[src/rtl/pipe_share_arbiter.sv]
// Round-robin, credit-limited sharing of one fixed-latency 1-bit datapath among NUM_REQ requesters.
// Define PIPE_SHARE_STATS_EN to add the stat_issued/stat_stall saturating counters.
module pipe_share_arbiter #(
  parameter int NUM_REQ = 4,
  parameter int LATENCY = 9,
  parameter int MAX_OUT = 3
) (
  input  logic               tau2015_clk,
  input  logic               rst,
  input  logic [NUM_REQ-1:0] req,
  input  logic [NUM_REQ-1:0] req_a,
  input  logic [NUM_REQ-1:0] req_b,
  output logic [NUM_REQ-1:0] gnt,
  output logic               dp_valid,
  output logic               dp_a,
  output logic               dp_b,
  input  logic               dp_result,
  output logic [NUM_REQ-1:0] rsp_valid,
  output logic               rsp_data,
  input  logic               drain,
  input  logic               flush,
  output logic               halted,
  output logic               busy
`ifdef PIPE_SHARE_STATS_EN
  ,
  output logic [31:0]        stat_issued,
  output logic [31:0]        stat_stall
`endif
);

  localparam int IDX_W  = $clog2(NUM_REQ);
  localparam int CRED_W = $clog2(MAX_OUT + 1);
  localparam logic [CRED_W-1:0] CRED_MAX = CRED_W'(MAX_OUT);

  localparam logic [1:0] ST_RUN   = 2'd0;
  localparam logic [1:0] ST_DRAIN = 2'd1;
  localparam logic [1:0] ST_HALT  = 2'd2;

  logic [1:0]         state_q, state_d;
  logic [IDX_W-1:0]   ptr_q, ptr_d;
  logic [CRED_W-1:0]  cred_q [NUM_REQ];
  logic [CRED_W-1:0]  cred_d [NUM_REQ];
  logic [LATENCY:0]   tag_v_q, tag_v_d;
  logic [IDX_W-1:0]   tag_idx_q [LATENCY+1];
  logic               dp_a_q, dp_b_q;
  logic [NUM_REQ-1:0] rsp_valid_q, rsp_valid_d;
  logic               rsp_data_q, rsp_data_d;

  logic               grant_en, found;
  logic [IDX_W-1:0]   gnt_idx, cand;
  logic [NUM_REQ-1:0] elig, gnt_c;
  logic               ret_v, inc, dec;
  logic [IDX_W-1:0]   ret_idx;

  // Stage boundary: tag_v_q[0] is the issue register, tag_v_q[LATENCY] lines up with dp_result.
  assign ret_v    = tag_v_q[LATENCY];
  assign ret_idx  = tag_idx_q[LATENCY];
  assign grant_en = (state_q == ST_RUN) && !drain && !flush && !rst;

  always_comb begin
    for (int i = 0; i < NUM_REQ; i++) begin
      elig[i] = req[i] && (cred_q[i] != '0);
    end
  end

  always_comb begin
    found   = 1'b0;
    gnt_idx = ptr_q;
    cand    = ptr_q;
    gnt_c   = '0;
    for (int k = 0; k < NUM_REQ; k++) begin
      cand = IDX_W'((int'(ptr_q) + k) % NUM_REQ);
      if (!found && grant_en && elig[cand]) begin
        found   = 1'b1;
        gnt_idx = cand;
      end
    end
    if (found) gnt_c[gnt_idx] = 1'b1;
  end

  always_comb begin
    ptr_d       = ptr_q;
    tag_v_d     = {tag_v_q[LATENCY-1:0], found};
    rsp_valid_d = '0;
    rsp_data_d  = rsp_data_q;
    if (flush) begin
      ptr_d   = '0;
      tag_v_d = '0;
    end else begin
      if (found) ptr_d = IDX_W'((int'(gnt_idx) + 1) % NUM_REQ);
      if (ret_v) begin
        rsp_valid_d[ret_idx] = 1'b1;
        rsp_data_d           = dp_result;
      end
    end
  end

  // A grant and a return for the same requester in one cycle cancel out.
  always_comb begin
    inc = 1'b0;
    dec = 1'b0;
    for (int i = 0; i < NUM_REQ; i++) begin
      cred_d[i] = cred_q[i];
      inc       = ret_v && (ret_idx == IDX_W'(i));
      dec       = gnt_c[i];
      if (flush) begin
        cred_d[i] = CRED_MAX;
      end else if (inc && !dec) begin
        cred_d[i] = cred_q[i] + CRED_W'(1);
      end else if (dec && !inc) begin
        cred_d[i] = cred_q[i] - CRED_W'(1);
      end
    end
  end

  always_comb begin
    state_d = state_q;
    if (flush) begin
      state_d = drain ? ST_HALT : ST_RUN;
    end else begin
      case (state_q)
        ST_RUN:   if (drain) state_d = ST_DRAIN;
        ST_DRAIN: begin
          if (!drain)             state_d = ST_RUN;
          else if (!(|tag_v_q))   state_d = ST_HALT;
        end
        ST_HALT:  if (!drain) state_d = ST_RUN;
        default:  state_d = ST_RUN;
      endcase
    end
  end

  always_ff @(posedge tau2015_clk or posedge rst) begin
    if (rst) begin
      state_q     <= ST_RUN;
      ptr_q       <= '0;
      tag_v_q     <= '0;
      dp_a_q      <= 1'b0;
      dp_b_q      <= 1'b0;
      rsp_valid_q <= '0;
      rsp_data_q  <= 1'b0;
      for (int i = 0; i < NUM_REQ; i++) cred_q[i] <= CRED_MAX;
    end else begin
      state_q     <= state_d;
      ptr_q       <= ptr_d;
      tag_v_q     <= tag_v_d;
      rsp_valid_q <= rsp_valid_d;
      rsp_data_q  <= rsp_data_d;
      for (int i = 0; i < NUM_REQ; i++) cred_q[i] <= cred_d[i];
      if (found) begin
        dp_a_q <= req_a[gnt_idx];
        dp_b_q <= req_b[gnt_idx];
      end
    end
  end

  // Tag indices are qualified by tag_v_q, so they need no reset.
  always_ff @(posedge tau2015_clk) begin
    tag_idx_q[0] <= gnt_idx;
    for (int k = 1; k <= LATENCY; k++) tag_idx_q[k] <= tag_idx_q[k-1];
  end

  assign gnt       = gnt_c;
  assign dp_valid  = tag_v_q[0];
  assign dp_a      = dp_a_q;
  assign dp_b      = dp_b_q;
  assign rsp_valid = rsp_valid_q;
  assign rsp_data  = rsp_data_q;
  assign halted    = (state_q == ST_HALT);
  assign busy      = |tag_v_q;

`ifdef PIPE_SHARE_STATS_EN
  logic [31:0] stat_issued_q, stat_stall_q;

  function automatic logic [31:0] sat_inc(input logic [31:0] v);
    return (&v) ? v : v + 32'd1;
  endfunction

  always_ff @(posedge tau2015_clk or posedge rst) begin
    if (rst) begin
      stat_issued_q <= '0;
      stat_stall_q  <= '0;
    end else begin
      if (tag_v_q[0]) stat_issued_q <= sat_inc(stat_issued_q);
      if ((|req) && !found && (state_q == ST_RUN)) stat_stall_q <= sat_inc(stat_stall_q);
    end
  end

  assign stat_issued = stat_issued_q;
  assign stat_stall  = stat_stall_q;
`endif

endmodule

[config.mk]
export PLATFORM = sky130hd
export DESIGN_NAME = pipe_share_arbiter
export DESIGN_NICKNAME = d
export VERILOG_FILES = /design/src/rtl/pipe_share_arbiter.sv
export SDC_FILE = /design/constraint.sdc
export NUM_CORES = 1
export LEC_CHECK = 0
export ABC_AREA = 1
export BUFFER_PORTS_ARGS = -buffer_cell sky130_fd_sc_hd__buf_2
export CORE_ASPECT_RATIO = 1.5
export CORE_MARGIN = 8
export CORE_UTILIZATION = 30
export CTS_CLUSTER_DIAMETER = 30
export DETAILED_ROUTE_END_ITERATION = 6
export PLACE_DENSITY = 0.56
export RECOVER_POWER = 100
export SLEW_MARGIN = 10
export SYNTH_ARGS = -nofsm -noshare
export SYNTH_HDL_FRONTEND = slang
export SYNTH_SLANG_ARGS = --single-unit
[constraint.sdc]
create_clock -name tau2015_clk -period 2.5 [get_ports tau2015_clk]
set_input_delay 0.5 -clock tau2015_clk [delete_from_list [all_inputs] [get_ports tau2015_clk]]
set_output_delay 0.5 -clock tau2015_clk [all_outputs]
set_load 0.005 [all_outputs]
==> key figures, run 1 <==
Outcome
  – Status: finished with violations
  – Failing checks: max-capacitance violations, max-slew violations, negative setup slack

STA
  – Setup violators final: 4
  – RSZ-0062 raised after global routing: true
  – Worst slew pin tran: ~1.6 ns
  – Relative slew slack: -6.86%
  – Final worst slack: -0.157 ns
  – Part of the cycle the worst path needs: 106%
  – Clock skew: ~0.0058 ns
  – FMAX: between 300 and 400 MHz
  – Fin. max-slew vios: 30
  – Fin crit period: 2.66 ns
  – Final Hold Fails: 0

Drt
  – Average wire per standard cell: about 13 um
  – Vias per cell: around 4.6
  – DRT iter0 DRCs: between 100 and 150
  – Final wirelength: 5610 um
  – Antenna viol nets, final: 0
  – 1st-pass router iterations: 4
  – Residual DRC count: 0
  – Vias: about 2000

Worst hold path
  – Hold/Removal Path Class: reg -> reg
  – Hold Crit Depth: 0
  – Worst Hold Endpoint: tag_idx_q[5][0]
  – Hold path start: tag_idx_q[4][0]

GRT
  – First-pass GRT wire length: between 9000 and 10000 um
  – Grt ovf: 0
  – Largest net degree at the start of global routing: 30
  – Vias in the first global route: 1990
  – Tot GR Track Use: between 10 and 15%
  – Initial antenna violation count: 0

Floorplan
  – Std-Cell Rows: 39
  – CORE AREA: about 0.0075 mm^2
  – Die width: just under 90 um
  – Die Y: around 120 um
  – Ports: 31
  – Initial core utilization: between 30 and 40%
  – Total die area: 0.0107 mm^2

Final layout
  – Final core utilization: between 40% and 50%
  – N_diodes: 0
  – Fillers: 797
  – Share of post-route cells with drive strength above 1: roughly a third
  – FF/Latch Area: around 0.0011 mm^2
  – Layout Cell Area excl Fill: about 0.0030 mm^2
  – # nets final: 338
  – Area growth, synth to finish: 33.4%
  – Multi-input gate area: about 0.0011 mm^2

Clock tree
  – CTS Sinks: 49
  – H-tree depth: 2
  – Worst skew pair latency: 0.29 ns
  – Clock root cell: clkbuf_16
  – Clock Path Buffers: 2
  – Hold_buf cts: 0
  – CTS tree: built
  – CTS buffer count: 5
  – Clk slew on worst S/H paths: 0.07 ns

Synthesis
  – Async SR Flop Fraction: between 50% and 60%
  – Register area share after synthesis: between 40% and 50%
  – Synth Net Count: around 280
  – Largest family of logic cells by synthesized area: simple AND/OR/NAND/NOR gates
  – Post-Syn Area: ~0.0023 mm^2
  – Synth Area per Inst: 8.59 um^2
  – EDFF count, synth: 0
  – XOR/XNOR share of the synthesized area: about 3%
  – Syn Inst Count: roughly 270
  – Largest cells by area after synthesis: dfrtp_1, dfxtp_1, nand3_1, dfstp_2, nand2_1
  – Synth Area in Adders: 0%
  – Post-synth top area cell: dfrtp_1
  – Mux share of post-synthesis cell area: 0%
  – Synth Area in Simple Gates: a little over a third
  – Flops & latches, synth: approximately 50
  – Post-synth cell types: 36
  – Yosys top cell area share: about 23%
  – Synth Flop Type: dfrtp_1
  – Most frequent cells after synthesis: nand2_1, nand3_1, inv_1
  – Warnings, synthesis: 0
  – Compound-Gate Fraction of Synth Area: just over 3%
  – Most frequent cell after synthesis: nand2_1

Pwr
  – Final Total Pwr: ~2.2 mW
  – Maximum VDD drop: around 0.37 mV
  – Pwr/cell area: 716 mW/mm^2
  – Lkg Pwr: 1.47 nW

Placed design
  – PortBufs: 30
  – Placed wire-length estimate: between 4000 and 5000 um
  – Routability Congestion: about 0.87
  – Cell Area, Placed: around 0.0026 mm^2

Worst setup path
  – Critical path arrival: roughly 2.2 ns
  – CP Launch Type: flop
  – Worst r2r dst: dp_b
  – Worst setup EP type: output port
  – Top cell by count, worst path: nand2_1
  – Worst Path Buf+Inv: 3
  – Delay-heaviest family, CP: simple AND/OR/NAND/NOR gates
  – Largest fanout on the critical path: 7
  – Reg2Reg Depth: 16
  – Worst path cell trace: xor2_4 -> buf_4 -> nand2_1 -> nand2_1 -> nand3_1 -> nand2_1 -> nand2_1 -> nand2_2 -> nand2_1 -> nand2_2 -> nand2_4 -> nand3_2 -> inv_1 -> buf_2
  – Worst path slowest cell: dfrtp_4
  – R2R Setup Slk: ~0.13 ns
  – R2r startpoint: ptr_q[0]
  – Crit path kind: reg -> out
  – CP peak stage delay: approximately 0.59 ns
  – Required @ worst endpoint: 2.00 ns

Flow run
  – Max-cap violation count: 1
[state kept, by name, indices dropped and copies added (netlist names)]
register   flops
rsp_data       1
tag_idx_q     20
dp_a           1
ptr_q          2
rsp_valid      4
cred_q         8
dp_b           1
state_q        2
tag_v_q       10
[worst max-delay path by stage]
stage,startpoint,endpoint,slack (ns),cells past startpoint
finish,ptr_q[0],gnt[0],-0.16,14
global route,ptr_q[0],gnt[3],-0.29,11
CTS,ptr_q[0],gnt[3],-0.18,12
detailed placement,cred_q[0],gnt[3],0.005,11
global placement,cred_q[0],gnt[3],0.02,11
floorplan,flush,gnt[0],0.17,10
[final cells by class]
cell class                 count  share of cell area [%]
tap                          102                    4.19
timing repair buffer          55                    10.6
multi-input combinational    168                    36.8
clock inverter                 3                    1.35
inverter                      42                    5.50
clock buffer                   5                    4.11
sequential                    49                    37.4
[power by group]
group          total (mW)  switching, mW  internal [mW]
registers           0.941         0.0543          0.887
logic               0.495          0.289          0.206
clock network       0.747          0.279          0.468
[routing by layer]
metal / up-vias / routed length (um) / global-route usage, %
met5: - / 0 / 0
li1: 971 / - / -
met3: 13 / 257 / 2.88
met4: 0 / 159 / 6.70
met1: 934 / 2170 / 11.3
met2: 37 / 3020 / 20.3
[worst register-to-register path, delay by kind of cell, from the launching register on]
kind                   cells  cell delay [ns]
XOR/XNOR                   1             0.21
AO/OA/AOI/OAI              1             0.18
buffers and inverters      3             0.45
AND/OR/NAND/NOR           11             0.83
flip-flops                 1             0.59
[placed cells by master (no fill, tap or decap), drive strengths merged]
| cell type | netlist | final |
|---|---|---|
| nand2 | 56 | 56 |
| nand3 | 53 | 53 |
| buf | 5 | 44 |
| inv | 41 | 41 |
| nor2 | 21 | 21 |
| dfrtp | 21 | 21 |
| dfxtp | 20 | 20 |
| clkbuf | 2 | 16 |
| nand4 | 12 | 12 |
| dfstp | 8 | 8 |
| nor3 | 6 | 6 |
| xor2 | 5 | 5 |
| o21ai | 4 | 4 |
| clkinv | 1 | 2 |
| nor4 | 2 | 2 |
| or2 | 2 | 2 |
| xnor2 | 1 | 1 |
| o22ai | 1 | 1 |
| o21a | 1 | 1 |
| a21oi | 1 | 1 |
| nor3b | 1 | 1 |
| a311oi | 1 | 1 |
| o2111a | 1 | 1 |
| clkinvlp | 0 | 1 |
| bufinv | 0 | 1 |
[metrics by stage]
stage	setup TNS, ns	worst slack [ns]	cells	hold WS (ns)
floorplan	0	0.170	266	0.310
global placement	0	0.0233	405	0.312
detailed placement	0	0.00543	405	0.312
CTS	-0.687	-0.175	423	0.327
global route	-1.08	-0.290	424	0.334
finish	-0.563	-0.157	424	0.326
[kinds of logic after synthesis]
logic type	count (synthesis)
buffers and inverters	49
flip-flops	49
AO/OA/AOI/OAI	9
XOR/XNOR	6
AND/OR/NAND/NOR	153
[what timing repair did]
action	CTS	global route
gates resized for setup	27	20
buffers inserted	10	1
pin swaps	11	12
setup endpoints to repair	4	5
Note: power is estimated with default switching activity, not from simulation.
==> run 2: changes to the inputs <==
Settings changed: PLACE_DENSITY 0.56 to 0.54.
==> run 2 against run 1 <==
Against the previous run:
- the run ends with negative setup slack left
- clock-buffer cell count stayed put
- worst hold slack got worse by 0.098 ns
- combinational power fell by 8.5%
- total power is 4.5% lower
- non-clock buffer count is 1 lower
- clock skew about the same
- clock power is 6.8% lower
- global-route usage down 0.66 points
- critical path depth decreased by 3
- final area decreased by 3.4%
- sequential power fell by 0.6%
- largest cell class unchanged
- highest routed layer unchanged
==> key figures, run 2 (synthesized netlist as in run 1, its figures left out) <==
Outcome
  – Status: finished with violations
  – Failing checks: negative setup slack

GRT
  – Initial antenna violation count: 0 (unchanged)
  – Tot GR Track Use: 10.6% (-0.66 points)
  – First-pass GRT wire length: 8910 um (-4.3%)
  – Largest net degree at the start of global routing: 23 (-23%)
  – Grt ovf: 0 (unchanged)
  – Vias in the first global route: 1887 (-5.2%)

Final layout
  – # nets final: 337 (-0.30%)
  – Area growth, synth to finish: 28.8%
  – FF/Latch Area: 0.00114 mm^2 (-0.22%)
  – N_diodes: 0 (unchanged)
  – Largest Register: tag_idx_q
  – Biggest regs: tag_idx_q x20, tag_v_q x10, cred_q x8
  – Multi-input gate area: 0.00104 mm^2 (-7.1%)
  – Layout Cell Area excl Fill: 0.00294 mm^2 (-3.4%)
  – Share of post-route cells with drive strength above 1: 34.9% (+0.11 points)
  – Fillers: 784 (-1.6%)
  – Max reg flops: 20 (unchanged)
  – Commonest non-fill, non-tap cell in the layout: nand2_1
  – Commonest non-fill, non-tap cells in the layout: nand2_1, nand3_1, inv_1

Clock tree
  – Clock root cell: clkbuf_16
  – Worst skew pair latency: 0.29 ns (about the same)
  – H-tree depth: 2 (unchanged)
  – Clock Path Buffers: 2 (unchanged)
  – CTS buffer count: 5 (unchanged)
  – Clk slew on worst S/H paths: 0.07 ns (about the same)
  – Hold_buf cts: 0 (unchanged)
  – CTS Sinks: 49 (unchanged)
  – CTS tree: built

Floorplan
  – Total die area: 0.0107 mm^2 (unchanged)
  – Std-Cell Rows: 39 (unchanged)
  – Die width: 87.3 um (unchanged)
  – CORE AREA: 0.00751 mm^2 (unchanged)
  – Initial core utilization: 30.4% (unchanged)
  – Ports: 31 (unchanged)
  – Die Y: 123 um (unchanged)

Worst setup path
  – Required @ worst endpoint: 2.00 ns (about the same)
  – Critical path arrival: 2.09 ns (-0.07 ns)
  – Crit path kind: reg -> out
  – Worst setup EP type: output port
  – CP Launch Type: flop
  – Largest fanout on the critical path: 8 (+1)

Flow run
  – Max-cap violation count: 0 (-1)

STA
  – Final worst slack: -0.0927 ns (+0.0642 ns)
  – Final Hold Fails: 0 (unchanged)
  – Relative slew slack: 17.3% (+24 points)
  – Clock skew: 0.00589 ns (+0.000109 ns)
  – Fin crit period: 2.59 ns (-0.0642 ns)
  – Fin. max-slew vios: 0 (-100%)
  – Setup violators final: 4 (unchanged)
  – RSZ-0062 raised after global routing: true
  – Part of the cycle the worst path needs: 104% (-2.6 points)
  – Worst slew pin tran: 1.24 ns (-0.363 ns)
  – FMAX: 386 MHz (+2.5%)

Drt
  – Antenna viol nets, final: 0 (unchanged)
  – DRT iter0 DRCs: 66 (-35%)
  – Top Metal Used: met4
  – Wire length on met1: 2250 um (+3.6%)
  – Vias: 1927 (-1.4%)
  – 1st-pass router iterations: 4 (unchanged)
  – Detail Route met3 WL: 173 um (-33%)
  – Residual DRC count: 0 (unchanged)
  – Average wire per standard cell: 12.7 um (-3.7%)
  – WL met2: 2820 um (-6.7%)
  – Vias per cell: 4.56 (-1.2%)
  – Final wirelength: 5390 um (-3.9%)

Placed design
  – Cell Area, Placed: 0.00263 mm^2 (+0.57%)
  – Routability Congestion: 0.824 (-4.8%)
  – PortBufs: 30 (unchanged)
  – Placed wire-length estimate: 4020 um (-2.7%)

Pwr
  – Lkg Pwr: 1.45 nW (-1.6%)
  – Pwr/cell area: 708 mW/mm^2 (-1.1%)
  – Maximum VDD drop: 0.406 mV (+9.3%)
  – Final Total Pwr: 2.08 mW (-4.5%)

Worst hold path
  – Hold/Removal Path Class: in -> async
## run 2: changes by cell type in the layout (fill, tap and decap cells not counted), moves of 2 or more
cell / change
inv_6: +2
nand2_2: +3
nand2_4: -3
nand3_2: +4
nand3_4: -5
## run 2: layer usage
metal,GRT usage [%],vias to the layer above
li1,-,971
met1,11.8,921
met2,18.3,25
met3,1.88,10
met4,6.38,0
met5,0,-
## run 2: timing repair
item,in CTS,in global routing
pin swaps,11,17
resized for setup,20,14
buffers inserted,3,5
setup endpoints to repair,4,4
gates cloned,0,0
## run 2: layout make-up
class	instances	area share, %
clock inverter	3	0.978
timing repair buffer	54	10.8
tap	102	4.34
sequential	49	38.7
inverter	42	5.53
multi-input combinational	168	35.4
clock buffer	5	4.25
## run 2: critical path, stage by stage, from the launching register on
cell,delay (ns)
dfrtp_2,0.53
xor2_2,0.20
nand3_1,0.11
nand2_2,0.09
nand2_4,0.07
nor3_4,0.20
nand2_4,0.11
nand2_1,0.12
nand2_2,0.10
nand3_2,0.10
inv_2,0.06
buf_2,0.12
## run 2: worst paths after layout
check                                        to  cells after the start            start  slack [ns]
max in group asynchronous              ptr_q[0]                      3              rst        0.74
min in group tau2015_clk        tag_idx_q[6][1]                      0  tag_idx_q[5][1]        0.33
worst min register to register  tag_idx_q[6][1]                      0  tag_idx_q[5][1]        0.33
worst max register to register             dp_b                     13         ptr_q[0]        0.24
worst max-delay path                     gnt[3]                     11         ptr_q[0]       -0.09
worst min-delay path               rsp_valid[2]                      2              rst        0.23
## run 2: report_power, final
part | switching [mW] | internal, mW | leakage (nW)
logic | 0.268 | 0.185 | 0.841
registers | 0.0495 | 0.885 | 0.530
clock network | 0.311 | 0.385 | 0.0767
total | 0.629 | 1.46 | 1.45
## run 2: metrics by stage
stage / utilization (%) / setup slack, ns / hold slack [ns] / cells / TNS, ns
after floorplan: - / 0.170 / 0.310 / 266 / 0
after global placement: 35.0 / 0.0470 / 0.312 / 407 / 0
after detailed placement: 35.0 / 0.0322 / 0.312 / 407 / 0
after CTS: 38.2 / -0.126 / 0.193 / 418 / -0.462
after global routing: 39.2 / -0.225 / 0.265 / 423 / -0.838
final: 39.2 / -0.0927 / 0.228 / 423 / -0.258
==> run 3: changes to the inputs <==
Settings changed: MAX_ROUTING_LAYER from default to met4.
==> run 3 against run 2 <==
Against the previous run:
- total power about the same
- global-route usage increased by 0.32 points
- fmax about the same
- largest power group unchanged
- sequential power about the same
- wire length decreased by 0.22%
- clock-buffer cell count unchanged
- via count unchanged
- flip-flop and latch count unchanged
- the flow still finishes with violations (negative setup slack)
- first-iteration DRC count increased by 9.1%
- combinational power about the same
==> key figures, run 3 (synthesized netlist as in run 1, its figures left out) <==
Outcome
  – Status: finished with violations
  – Failing checks: negative setup slack

Final layout
  – Max reg flops: 20 (unchanged)
  – Area growth, synth to finish: 28.8% (unchanged)
  – Largest Register: tag_idx_q
  – Commonest non-fill, non-tap cells in the layout: nand2_1, nand3_1, inv_1
  – Non-filler instance count after layout: 423 (unchanged)
  – Commonest non-fill, non-tap cell in the layout: nand2_1
  – N_diodes: 0 (unchanged)
  – Final core utilization: 39.2% (unchanged)
  – Biggest regs: tag_idx_q x20, tag_v_q x10, cred_q x8
  – # nets final: 337 (unchanged)
  – Share of post-route cells with drive strength above 1: 34.9% (unchanged)

Floorplan
  – Die Y: 123 um (unchanged)
  – CORE AREA: 0.00751 mm^2 (unchanged)
  – Std-Cell Rows: 39 (unchanged)
  – Total die area: 0.0107 mm^2 (unchanged)
  – Die width: 87.3 um (unchanged)
  – Initial core utilization: 30.4% (unchanged)
  – Ports: 31 (unchanged)

Clock tree
  – Hold_buf cts: 0 (unchanged)
  – CTS buffer count: 5 (unchanged)
  – Clock Path Buffers: 2 (unchanged)
  – CTS Sinks: 49 (unchanged)
  – Clock root cell: clkbuf_16
  – H-tree depth: 2 (unchanged)
  – Worst skew pair latency: 0.29 ns (about the same)
  – CTS tree: built
  – Clk slew on worst S/H paths: 0.07 ns (about the same)

STA
  – Worst hold slack: 0.228 ns (+0.000177 ns)
  – Final worst slack: -0.0939 ns (-0.00127 ns)
  – Relative slew slack: 17.8% (+0.50 points)
  – FMAX: 386 MHz (about the same)
  – Fin. max-slew vios: 0 (unchanged)
  – Final Hold Fails: 0 (unchanged)
  – Part of the cycle the worst path needs: 104% (about the same)
  – RSZ-0062 raised after global routing: true
  – Worst slew pin tran: 1.23 ns (-0.00743 ns)
  – Clock skew: 0.00657 ns (+0.000681 ns)
  – Fin crit period: 2.59 ns (+0.00127 ns)
  – Setup violators final: 4 (unchanged)

Drt
  – DRT iter0 DRCs: 72 (+9.1%)
  – Vias per cell: 4.56 (unchanged)
  – 1st-pass router iterations: 4 (unchanged)
  – Average wire per standard cell: 12.7 um (-0.22%)
  – Antenna viol nets, final: 0 (unchanged)
  – Residual DRC count: 0 (unchanged)
  – Vias: 1927 (unchanged)
  – Final wirelength: 5380 um (-0.22%)

Pwr
  – Pwr/cell area: 708 mW/mm^2 (about the same)
  – Final Total Pwr: 2.08 mW (about the same)
  – Lkg Pwr: 1.45 nW (unchanged)
  – Maximum VDD drop: 0.406 mV (about the same)

Worst setup path
  – Required @ worst endpoint: 2.00 ns (about the same)
  – CP Launch Type: flop
  – Critical path arrival: 2.09 ns (about the same)
  – Largest fanout on the critical path: 8 (unchanged)
  – Crit path kind: reg -> out
  – Worst setup EP type: output port

Placed design
  – Routability Congestion: 0.836 (+1.5%)
  – Cell count after placement: 407 (unchanged)
  – PortBufs: 30 (unchanged)
  – Placed wire-length estimate: 4020 um (unchanged)

GRT
  – Largest net degree at the start of global routing: 23 (unchanged)
  – Vias in the first global route: 1894 (+0.37%)
  – Initial antenna violation count: 0 (unchanged)
  – Tot GR Track Use: 10.9% (+0.32 points)
  – Grt ovf: 0 (unchanged)
  – First-pass GRT wire length: 8870 um (-0.38%)

Flow run
  – Max-cap violation count: 0 (unchanged)

Worst hold path
  – Hold/Removal Path Class: in -> async
==> run 3: metal layers <==
layer  vias to the layer above  track usage [%]  routed length, um
met2                        25             18.3               2800
met4                         0             6.38                172
met3                        11             1.61                132
met1                       922             11.9               2280
li1                        969                -                  -
met5                         -                -                  0
==> run 3: path summary, 6_finish.rpt <==
kind | end | cells after the start | from | slack [ns]
worst max-delay path | gnt[3] | 11 | ptr_q[0] | -0.09
worst min-delay path | rsp_valid[2] | 2 | rst | 0.23
worst max register to register | dp_b | 13 | ptr_q[0] | 0.24
worst min register to register | tag_idx_q[6][1] | 0 | tag_idx_q[5][1] | 0.33
max in group asynchronous | ptr_q[0] | 3 | rst | 0.75
min in group tau2015_clk | tag_idx_q[6][1] | 0 | tag_idx_q[5][1] | 0.33
==> run 3: per-stage QoR <==
stage | cell area (um^2) | setup WS [ns] | setup TNS [ns]
floorplan | 2280 | 0.170 | 0
global placement | 2630 | 0.0470 | 0
detailed placement | 2630 | 0.0322 | 0
CTS | 2870 | -0.126 | -0.462
global route | 2940 | -0.225 | -0.837
finish | 2940 | -0.0939 | -0.261
==> run 3: repair_timing <==
item                                    4_1_cts  5_1_grt
gates resized for setup                      20       14
buffers inserted                              3        5
endpoints found under the setup margin        4        4
pin swaps                                    11       17
==> run 3: power by group <==
part           internal, mW  switching (mW)  total, mW
Sequential            0.885          0.0496      0.935
Clock                 0.385           0.310      0.695
Combinational         0.185           0.268      0.453
Total                  1.46           0.628       2.08
==> run 3: worst max-delay path, cell delays in order (launching register included) <==
cell and delay, ns:
dfrtp_2 0.53, xor2_2 0.20, nand3_1 0.11, nand2_2 0.09, nand2_4 0.07, nor3_4 0.20
nand2_4 0.11, nand2_1 0.12, nand2_2 0.10, nand3_2 0.10, inv_2 0.06, buf_2 0.12
==> run 3: area by class of cell <==
cell class / count / area [um^2]
clock buffer: 5 / 125
clock inverter: 3 / 28.8
fill: 784 / 4570
inverter: 42 / 163
multi-input combinational: 168 / 1040
sequential: 49 / 1140
tap: 102 / 128
timing repair buffer: 54 / 318
